$ cat src/rtl/multi_blink.sv
// -----------------------------------------------------------------------------
// multi_blink
// Multi-channel programmable blink / PWM generator. Each channel owns a free
// running counter plus an active {period, high} pair. Host writes land in a
// per-channel shadow pair and reach the active pair only at an apply point:
// the channel's own wrap, a global i_Sync restart, or while the channel is
// disabled or parked at period 0. The waveform therefore never glitches in
// the middle of a period.
//
// Ports
//   i_Clk        board clock, rising edge
//   i_Rst_n      asynchronous active-low reset
//   i_Enable     per-channel run enable (level)
//   i_Sync       one-cycle pulse, restarts every enabled channel at phase 0
//   i_Wr_En      write strobe (one write per cycle, always accepted)
//   i_Wr_Ch      channel to write; values >= CHANNELS are ignored
//   i_Wr_Period  new period in cycles (0 parks the channel off)
//   i_Wr_High    new high time in cycles
//   o_LED        registered channel outputs
//   o_Wrap       one-cycle pulse on the first cycle of each new period
//   o_Pending    shadow write waiting to be applied
// -----------------------------------------------------------------------------
module multi_blink #(
    parameter int CHANNELS     = 4,
    parameter int CNT_WIDTH    = 25,
    parameter int RESET_PERIOD = 25000000,
    parameter int RESET_HIGH   = 12500000,
    parameter int CH_W         = (CHANNELS > 1) ? $clog2(CHANNELS) : 1
) (
    input  logic                 i_Clk,
    input  logic                 i_Rst_n,
    input  logic [CHANNELS-1:0]  i_Enable,
    input  logic                 i_Sync,
    input  logic                 i_Wr_En,
    input  logic [CH_W-1:0]      i_Wr_Ch,
    input  logic [CNT_WIDTH-1:0] i_Wr_Period,
    input  logic [CNT_WIDTH-1:0] i_Wr_High,
    output logic [CHANNELS-1:0]  o_LED,
    output logic [CHANNELS-1:0]  o_Wrap,
    output logic [CHANNELS-1:0]  o_Pending
);

    localparam logic [CNT_WIDTH-1:0] ZERO_C       = {CNT_WIDTH{1'b0}};
    localparam logic [CNT_WIDTH-1:0] ONE_C        = {{(CNT_WIDTH-1){1'b0}}, 1'b1};
    localparam logic [CNT_WIDTH-1:0] RST_PERIOD_C = CNT_WIDTH'(RESET_PERIOD);
    localparam logic [CNT_WIDTH-1:0] RST_HIGH_C   = CNT_WIDTH'(RESET_HIGH);

    genvar g;
    for (g = 0; g < CHANNELS; g = g + 1) begin : g_ch

        // Registered per-channel state
        logic [CNT_WIDTH-1:0] cnt_r;
        logic [CNT_WIDTH-1:0] act_period_r;
        logic [CNT_WIDTH-1:0] act_high_r;
        logic [CNT_WIDTH-1:0] pend_period_r;
        logic [CNT_WIDTH-1:0] pend_high_r;
        logic                 pend_flag_r;
        logic                 led_r;
        logic                 wrap_r;

        // Next-state terms
        logic                 en_s;
        logic                 wr_hit_s;
        logic                 idle_s;
        logic                 at_end_s;
        logic                 restart_s;
        logic                 apply_s;
        logic [CNT_WIDTH-1:0] src_period_s;
        logic [CNT_WIDTH-1:0] src_high_s;
        logic [CNT_WIDTH-1:0] period_next_s;
        logic [CNT_WIDTH-1:0] high_next_s;
        logic [CNT_WIDTH-1:0] cnt_next_s;
        logic                 pend_flag_next_s;
        logic                 led_next_s;
        logic                 wrap_next_s;

        // Decide apply point, post-apply config, next counter and next outputs
        always_comb begin
            en_s             = i_Enable[g];
            wr_hit_s         = 1'b0;
            idle_s           = 1'b0;
            at_end_s         = 1'b0;
            restart_s        = 1'b0;
            apply_s          = 1'b0;
            src_period_s     = pend_period_r;
            src_high_s       = pend_high_r;
            period_next_s    = act_period_r;
            high_next_s      = act_high_r;
            cnt_next_s       = ZERO_C;
            pend_flag_next_s = pend_flag_r;
            led_next_s       = 1'b0;
            wrap_next_s      = 1'b0;

            // Channel index compare also filters out-of-range selects
            if (i_Wr_En && (i_Wr_Ch == CH_W'(g))) begin
                wr_hit_s = 1'b1;
            end else begin
                wr_hit_s = 1'b0;
            end

            idle_s    = (act_period_r == ZERO_C);
            at_end_s  = en_s && !idle_s && (cnt_r == (act_period_r - ONE_C));
            restart_s = at_end_s || i_Sync;
            // A parked (period 0) or disabled channel sits on the apply point
            apply_s   = restart_s || !en_s || idle_s;

            // A same-cycle write overrides the older shadow contents
            if (wr_hit_s) begin
                src_period_s = i_Wr_Period;
                src_high_s   = i_Wr_High;
            end else begin
                src_period_s = pend_period_r;
                src_high_s   = pend_high_r;
            end

            if (apply_s) begin
                period_next_s    = src_period_s;
                high_next_s      = src_high_s;
                pend_flag_next_s = 1'b0;
            end else if (wr_hit_s) begin
                period_next_s    = act_period_r;
                high_next_s      = act_high_r;
                pend_flag_next_s = 1'b1;
            end else begin
                period_next_s    = act_period_r;
                high_next_s      = act_high_r;
                pend_flag_next_s = pend_flag_r;
            end

            // Leaving period 0 starts the new pattern at phase 0 without a wrap
            if (!en_s || (period_next_s == ZERO_C) || idle_s || restart_s) begin
                cnt_next_s = ZERO_C;
            end else begin
                cnt_next_s = cnt_r + ONE_C;
            end

            if (en_s && (period_next_s != ZERO_C)) begin
                led_next_s  = (cnt_next_s < high_next_s);
                wrap_next_s = restart_s && (cnt_next_s == ZERO_C);
            end else begin
                led_next_s  = 1'b0;
                wrap_next_s = 1'b0;
            end
        end

        // Channel state registers with asynchronous reset to the boot pattern
        always_ff @(posedge i_Clk or negedge i_Rst_n) begin
            if (!i_Rst_n) begin
                cnt_r         <= ZERO_C;
                act_period_r  <= RST_PERIOD_C;
                act_high_r    <= RST_HIGH_C;
                pend_period_r <= RST_PERIOD_C;
                pend_high_r   <= RST_HIGH_C;
                pend_flag_r   <= 1'b0;
                led_r         <= 1'b0;
                wrap_r        <= 1'b0;
            end else begin
                cnt_r         <= cnt_next_s;
                act_period_r  <= period_next_s;
                act_high_r    <= high_next_s;
                pend_period_r <= src_period_s;
                pend_high_r   <= src_high_s;
                pend_flag_r   <= pend_flag_next_s;
                led_r         <= led_next_s;
                wrap_r        <= wrap_next_s;
            end
        end

        assign o_LED[g]     = led_r;
        assign o_Wrap[g]    = wrap_r;
        assign o_Pending[g] = pend_flag_r;
    end

endmodule
$ cat config.mk
export PLATFORM = sky130hd
export DESIGN_NAME = multi_blink
export DESIGN_NICKNAME = d
export VERILOG_FILES = /design/src/rtl/multi_blink.sv
export SDC_FILE = /design/constraint.sdc
export NUM_CORES = 1
export LEC_CHECK = 0
export CAP_MARGIN = 20
export CORE_AREA = 2 2 261 263
export CTS_CLUSTER_SIZE = 25
export DETAILED_ROUTE_END_ITERATION = 8
export DIE_AREA = 0 0 263 265
export PLACE_DENSITY = 0.65
export SLEW_MARGIN = 15
export SYNTH_ARGS = -nofsm -noshare
export SYNTH_HDL_FRONTEND = slang
export SYNTH_SLANG_ARGS = --single-unit
$ cat constraint.sdc
create_clock -name i_Clk -period 4.78 [get_ports i_Clk]
set_input_delay 0.717 -clock i_Clk [delete_from_list [all_inputs] [get_ports i_Clk]]
set_output_delay 0.717 -clock i_Clk [all_outputs]
set_load 0.01 [all_outputs]
==> impl_metrics.py, run 1 <==
metrics = {
    "finish": {
        "final_cell_count_no_fill": 3479,
        "finish.net_count": 2727,
        "drive_above_1_share_pct": 28.5,
        "layout-area-overhead-vs-synth_pct": 18.7,
    },
    "yosys": {
        "synth_fp_nets": 2552,
        "synth_edf_count": 0,
        "asyncSetResetFlopFracSynth_pct": 100,
        "netlist_top_cells_area": "dfrtp_1 (30%), dfstp_2 (19%), mux2_2 (8.8%)",
        "ys_seq_elements": 512,
        "syn_area_per_cell_sq_um": 11.1,
        "synth_sequential_area_ratio_pct": 49.2,
        "synth_warnings": 0,
        "synth.lib_cells_used.distinct": 72,
        "synth_largest_area_cell": "dfrtp_1",
        "syn_inst": 2384,
        "ys.flop_type": "dfrtp_1",
        "netlist.area_leader.share_pct": 30.2,
        "summed_instance_area_of_the_synthesized_netlist_sq_um": 26500,
    },
    "setup_path": {
        "crit_path_max_incr_delay_ns": 0.42,
        "critPathLaunchType": "flop",
        "crit_required_ns": 5.27,
        "maximum_fanout_count_along_the_critical_path": 5,
        "crit_chain": "inv_2 > ha_4 > nor3b_4 > nand4_1 > buf_4 > o211a_1 > a21oi_2 > nor4b_2 > and4_1 > or3_4 > buf_12 > mux2i_2 > ha_1 > nand2_2 > nor3_2 > nand3_1 > or3_4 > or3_4 > a31oi_4 > a211oi_2",
        "worstSetupPathType": "reg -> reg",
        "worst-endpoint-arrival_ns": 5.08,
        "timing.critical_path.to_type": "flop",
        "crit_top_cell": "or3_4",
        "critPathLaunch": "g_ch[2].act_period_r[1]$_DFF_PN0_",
        "cpMaxStageDelayCell": "dfrtp_1",
        "timing.rr.start": "g_ch[2].act_period_r[1]$_DFF_PN0_",
    },
    "clock_network": {
        "cts_root_buf": "clkbuf_16",
        "clock_path_buffers": 3,
        "insertion_delay_ns": 0.61,
        "h-tree-depth": 2,
        "cts_num_sinks": 512,
        "cts_tree": "built",
        "cts-buffers-inserted": 53,
        "cts_hold_repair.buffers": 0,
        "path_clk_slew_ns": 0.07,
    },
    "grt": {
        "global_route.usage.total_pct": 21.1,
        "antenna_found_initial": 7,
        "grt_start_max_net_pins": 133,
        "grt.overflow.total": 0,
        "first_global_vias": 19100,
        "first_pass_grt_wire_length_um": 114000,
    },
    "min_path": {
        "min-delay-path-class": "in -> async",
    },
    "timing": {
        "timing.slew.headroom_pct": 44.8,
        "fmaxAchievable_mhz": 218,
        "final_setup_vio_count": 0,
        "timing.clock.skew_ns": 0.0191,
        "slew_limit_fails": 0,
        "hold_viol_final": 0,
        "finalWorstPathRequiredPeriod_ns": 4.60,
        "layout_worst_path_cycle_share_pct": 96.1,
        "tightest_slew_ns": 0.827,
    },
    "drt": {
        "via_cell_ratio": 5.36,
        "detail_route.wl_per_cell_um": 21.4,
        "num_vias": 18600,
        "number_of_detailed_route_iterations_in_the_first_pass": 5,
        "routed_wirelength_um": 74500,
        "initialDrtViolationCount": 1183,
        "drc": 0,
        "postRouteAntennaNets": 0,
    },
    "pwr": {
        "total_power_uw": 12800,
        "p_leak_uw": 0.0137,
        "worst_ir_drop_vdd_uv": 255,
        "powerDensity_nw_per_um2": 406,
    },
    "floorplanning": {
        "fp.dieW_um": 263,
        "die_area_sq_um": 69700,
        "rows": 95,
        "die-height_um": 265,
        "placeableCoreArea_sq_um": 66800,
        "top_level_ports": 72,
        "initial_core_util_pct": 39.7,
    },
    "placement": {
        "place.gp.congestion": 0.911,
        "placement.io_buffers": 71,
        "place.detailed.instances": 3345,
        "dp_hpwl_um": 53200,
    },
    "job": {
        "drv_cap": 0,
    },
    "status": {
        "status": "finished clean",
    },
}
[area by class of cell]
cell class / count / area [sq um]
fillers: 6004 / 35300
flip-flops and latches: 512 / 13100
multi-input cells: 1618 / 12800
repair buffers: 219 / 2000
clock buffers: 80 / 1610
well taps: 873 / 1090
inverters: 155 / 582
clock inverters: 20 / 317
diodes: 2 / 5.00
[final timing paths]
path,endpoint,slack (ns),cells after the start
setup / recovery,g_ch[2].led_r$_DFF_PN0_,0.18,20
max in group asynchronous,g_ch[3].pend_flag_r$_DFFE_PN0P_,3.35,2
hold reg to reg,g_ch[2].act_high_r[4]$_DFF_PN0_,0.49,2
hold / removal,g_ch[1].act_high_r[16]$_DFF_PN0_,0.08,1
setup reg to reg,g_ch[2].led_r$_DFF_PN0_,0.18,20
min in group i_Clk,g_ch[2].act_high_r[4]$_DFF_PN0_,0.49,2
[per-stage QoR]
stage               cell area [sq um]  utilization, %  hold slack [ns]  worst slack [ns]  TNS (ns)
floorplan                       26500               -            0.421             0.271         0
global placement                28800            43.1            0.470            -0.270    -0.345
detailed placement              28800            43.1            0.477            -0.357    -0.573
CTS                             30800            46.1            0.157           0.00700         0
global route                    31500            47.1            0.141           -0.0584    -0.147
finish                          31500            47.1           0.0771             0.184         0
[Yosys cell counts (8+ instances only)]
cell type,count
nor3b_1,8
o211ai_1,8
a21o_1,16
nand4_1,46
nor2_1,252
buf_2,28
nand2_1,84
o21ai_0,30
or3_1,14
or4_1,25
xnor2_1,124
nand3_1,65
nand2b_1,9
xor2_1,103
a211oi_1,9
a21oi_1,84
mux2i_1,127
ha_1,108
dfrtp_1,320
clkbuf_1,40
buf_6,11
inv_1,155
buf_4,14
nor3_1,49
mux2_2,206
and3_1,29
dfstp_2,192
nor2b_1,12
nand3b_1,10
mux2_1,32
nor4_1,43
nor4_2,10
a31oi_1,8
[registers in the layout (all words and copies together), names as in the netlist]
name                count
g_ch.act_period_r     100
g_ch.pend_period_r    100
g_ch.led_r              4
g_ch.pend_high_r      100
g_ch.cnt_r            100
g_ch.act_high_r       100
g_ch.wrap_r             4
g_ch.pend_flag_r        4
[where the power goes]
part	switching (uW)	internal, uW
combinational	1400	1130
clock	1790	2760
sequential	420	5260
[routing by layer]
layer	vias to the layer above	track usage (%)	share of wire [%]
met5	-	0	0.0094
met4	2	7.88	3.4
met3	101	3.17	4.3
met2	353	35.4	49
met1	9485	27.8	44
li1	8690	-	-
[critical path, delay by kind of cell (launching register included)]
family	cells	cell delay, ns
mux	1	0.16
buf+inv	3	0.48
simple gates	10	2.35
compound gates	4	0.58
fa+ha+maj	2	0.46
flops	1	0.42
[what timing repair did]
action	CTS	global route
pin swaps	2	28
cloned	0	2
setup buffers	0	30
resized for setup	25	78
endpoints found under the setup margin	4	4
[cell usage in the layout (no fill, tap or decap), drive strengths merged, types with 30 or more instances in the layout]
cell / count
a21oi: 86
buf: 148
clkbuf: 81
clkdlybuf4s50: 70
dfrtp: 320
dfstp: 192
ha: 108
inv: 156
mux2: 238
mux2i: 127
nand2: 84
nand3: 65
nand4: 47
nor2: 252
nor3: 50
nor4: 54
o21ai: 30
xnor2: 124
xor2: 103
[kinds of logic after synthesis]
| kind of cell | count (synthesis) | share of synthesized area [%] |
|---|---|---|
| and+or+nand+nor | 697 | 13.6 |
| DFF | 512 | 49.2 |
| muxes | 365 | 14.9 |
| buffers and inverters | 255 | 4.25 |
| xor gates and xnor gates | 227 | 7.50 |
| AOI/OAI and AO/OA | 220 | 5.41 |
| adders and majority gates | 108 | 5.10 |
Power figures use the tool's default switching activity.
==> run 2: changes to the inputs <==
--- a/config.mk
+++ b/config.mk
@@ -11,6 +11,7 @@
 export DETAILED_ROUTE_END_ITERATION = 8
 export DIE_AREA = 0 0 263 265
 export PLACE_DENSITY = 0.65
+export SKIP_CTS_REPAIR_TIMING = 1
 export SLEW_MARGIN = 15
 export SYNTH_ARGS = -nofsm -noshare
 export SYNTH_HDL_FRONTEND = slang
==> impl_metrics.py, run 2 (synthesized netlist as in run 1, its figures left out) <==
metrics = {
    "setup_path": {
        "timing.critical_path.to_type": "flop",
        "maximum_fanout_count_along_the_critical_path": 7,
        "worst-endpoint-arrival_ns": 5.17,
        "timing.rr.start": "g_ch[1].act_period_r[9]$_DFF_PN0_",
        "critPathLaunchType": "flop",
        "crit_required_ns": 5.30,
        "worstSetupPathType": "reg -> reg",
        "critPathLaunch": "g_ch[1].act_period_r[9]$_DFF_PN0_",
    },
    "finish": {
        "layout.cells.most_common_list": "dfrtp_1 (315), nor2_1 (250), mux2_2 (206)",
        "layout.cells.most_common": "dfrtp_1",
        "layout-area-overhead-vs-synth_pct": 18.7,
        "finish.net_count": 2730,
        "drive_above_1_share_pct": 28.6,
    },
    "clock_network": {
        "clock_path_buffers": 3,
        "path_clk_slew_ns": 0.06,
        "h-tree-depth": 2,
        "cts_root_buf": "clkbuf_16",
        "cts-buffers-inserted": 53,
        "insertion_delay_ns": 0.61,
        "cts_tree": "built",
        "cts_num_sinks": 512,
    },
    "floorplanning": {
        "initial_core_util_pct": 39.7,
        "die-height_um": 265,
        "die_area_sq_um": 69700,
        "fp.dieW_um": 263,
        "rows": 95,
        "top_level_ports": 72,
        "placeableCoreArea_sq_um": 66800,
    },
    "drt": {
        "wl_met2_um": 36500,
        "met1Wirelength_um": 32400,
        "via_cell_ratio": 5.37,
        "detail_route.wl_per_cell_um": 21.4,
        "number_of_detailed_route_iterations_in_the_first_pass": 5,
        "routed_wirelength_um": 74600,
        "drc": 0,
        "num_vias": 18700,
        "initialDrtViolationCount": 1172,
        "dr_wl_met3_um": 3320,
        "highest-signal-layer": "met5",
        "postRouteAntennaNets": 0,
    },
    "pwr": {
        "seq_power_share_pct": 44.5,
        "p_leak_uw": 0.0137,
        "net-switching-power_uw": 3610,
        "pwr-share-comb_pct": 19.9,
        "power.share.clock_pct": 35.6,
        "power.switching_fraction_pct": 28.3,
        "powerDensity_nw_per_um2": 406,
        "worst_ir_drop_vdd_uv": 255,
        "internal-power_uw": 9150,
        "total_power_uw": 12800,
    },
    "placement": {
        "dp_hpwl_um": 53200,
        "placement.io_buffers": 71,
        "place.gp.congestion": 0.911,
        "pre_cts_ws_ns": -0.357,
    },
    "timing": {
        "fmaxAchievable_mhz": 215,
        "timing.clock.skew_ns": 0.0171,
        "final_critical_path_setup_slack_ns": 0.138,
        "tightest_slew_ns": 0.773,
        "slew_limit_fails": 0,
        "hold_viol_final": 0,
        "timing.slew.headroom_pct": 48.5,
        "finalWorstPathRequiredPeriod_ns": 4.64,
        "layout_worst_path_cycle_share_pct": 97.1,
        "final_setup_vio_count": 0,
    },
    "grt": {
        "first_global_vias": 19100,
        "grt_start_max_net_pins": 133,
        "grt.overflow.total": 0,
        "global_route.usage.total_pct": 21.1,
        "first_pass_grt_wire_length_um": 114000,
        "antenna_found_initial": 7,
    },
    "job": {
        "drv_cap": 0,
    },
    "status": {
        "status": "finished clean",
    },
    "min_path": {
        "min-delay-path-class": "in -> async",
    },
}
[run 2: path summary, 6_finish.rpt]
| path | end | slack [ns] | cells after the start |
|---|---|---|---|
| max in group asynchronous | g_ch[1].pend_period_r[1]$_DFF_PN0_ | 3.38 | 2 |
| worst min-delay path | g_ch[1].act_high_r[16]$_DFF_PN0_ | 0.12 | 1 |
| min in group i_Clk | g_ch[2].act_high_r[4]$_DFF_PN0_ | 0.49 | 2 |
| worst max register to register | g_ch[1].led_r$_DFF_PN0_ | 0.14 | 16 |
| worst max-delay path | g_ch[1].led_r$_DFF_PN0_ | 0.14 | 16 |
| worst min register to register | g_ch[2].act_high_r[4]$_DFF_PN0_ | 0.49 | 2 |
[run 2: critical path: stages, from the launching register on]
cell       delay [ns]
dfrtp_1          0.39
or4_4            0.55
or4_1            0.49
a2111o_1         0.40
a22oi_2          0.16
and4_4           0.24
a31o_4           0.18
buf_12           0.14
buf_4            0.13
mux2i_1          0.31
ha_1             0.30
a21o_1           0.19
a2111oi_2        0.44
a21oi_2          0.15
a211oi_2         0.23
nand4b_1         0.12
a31oi_1          0.14
[run 2: power groups by stage]
| stage | Clock (uW) | Sequential [uW] | Combinational, uW |
|---|---|---|---|
| 2_1_floorplan | 0 | 5590 | 1600 |
| 3_3_place_gp | 0 | 5700 | 2320 |
| 3_5_place_dp | 0 | 5730 | 2390 |
| 4_1_cts | 4640 | 5660 | 2410 |
| 5_1_grt | 4830 | 5760 | 2800 |
| 6_report | 4550 | 5680 | 2540 |
[run 2: routing by layer]
layer  vias to the layer above  GRT usage (%)
li1                       8705              -
met2                       400           35.5
met4                         2           7.49
met5                         -              0
met3                       104           3.16
met1                      9497           27.7
[run 2: area by class of cell]
class	count	area, sq um
Fill cell	6005	35300
Sequential cell	512	13100
Multi-Input combinational cell	1618	12800
Timing Repair Buffer	222	2030
Clock buffer	80	1610
Tap cell	873	1090
Inverter	155	582
Clock inverter	20	317
Antenna cell	2	5.00
[run 2: through the flow]
stage | setup TNS (ns) | area, sq um | utilization (%) | hold WS, ns | cells
floorplan | 0 | 26500 | - | 0.421 | 2384
global placement | -0.345 | 28800 | 43.1 | 0.470 | 3345
global route | -0.131 | 31500 | 47.1 | 0.141 | 3480
detailed placement | -0.573 | 28800 | 43.1 | 0.477 | 3345
CTS | -0.709 | 30700 | 46.0 | 0.157 | 3445
finish | 0 | 31500 | 47.1 | 0.117 | 3482
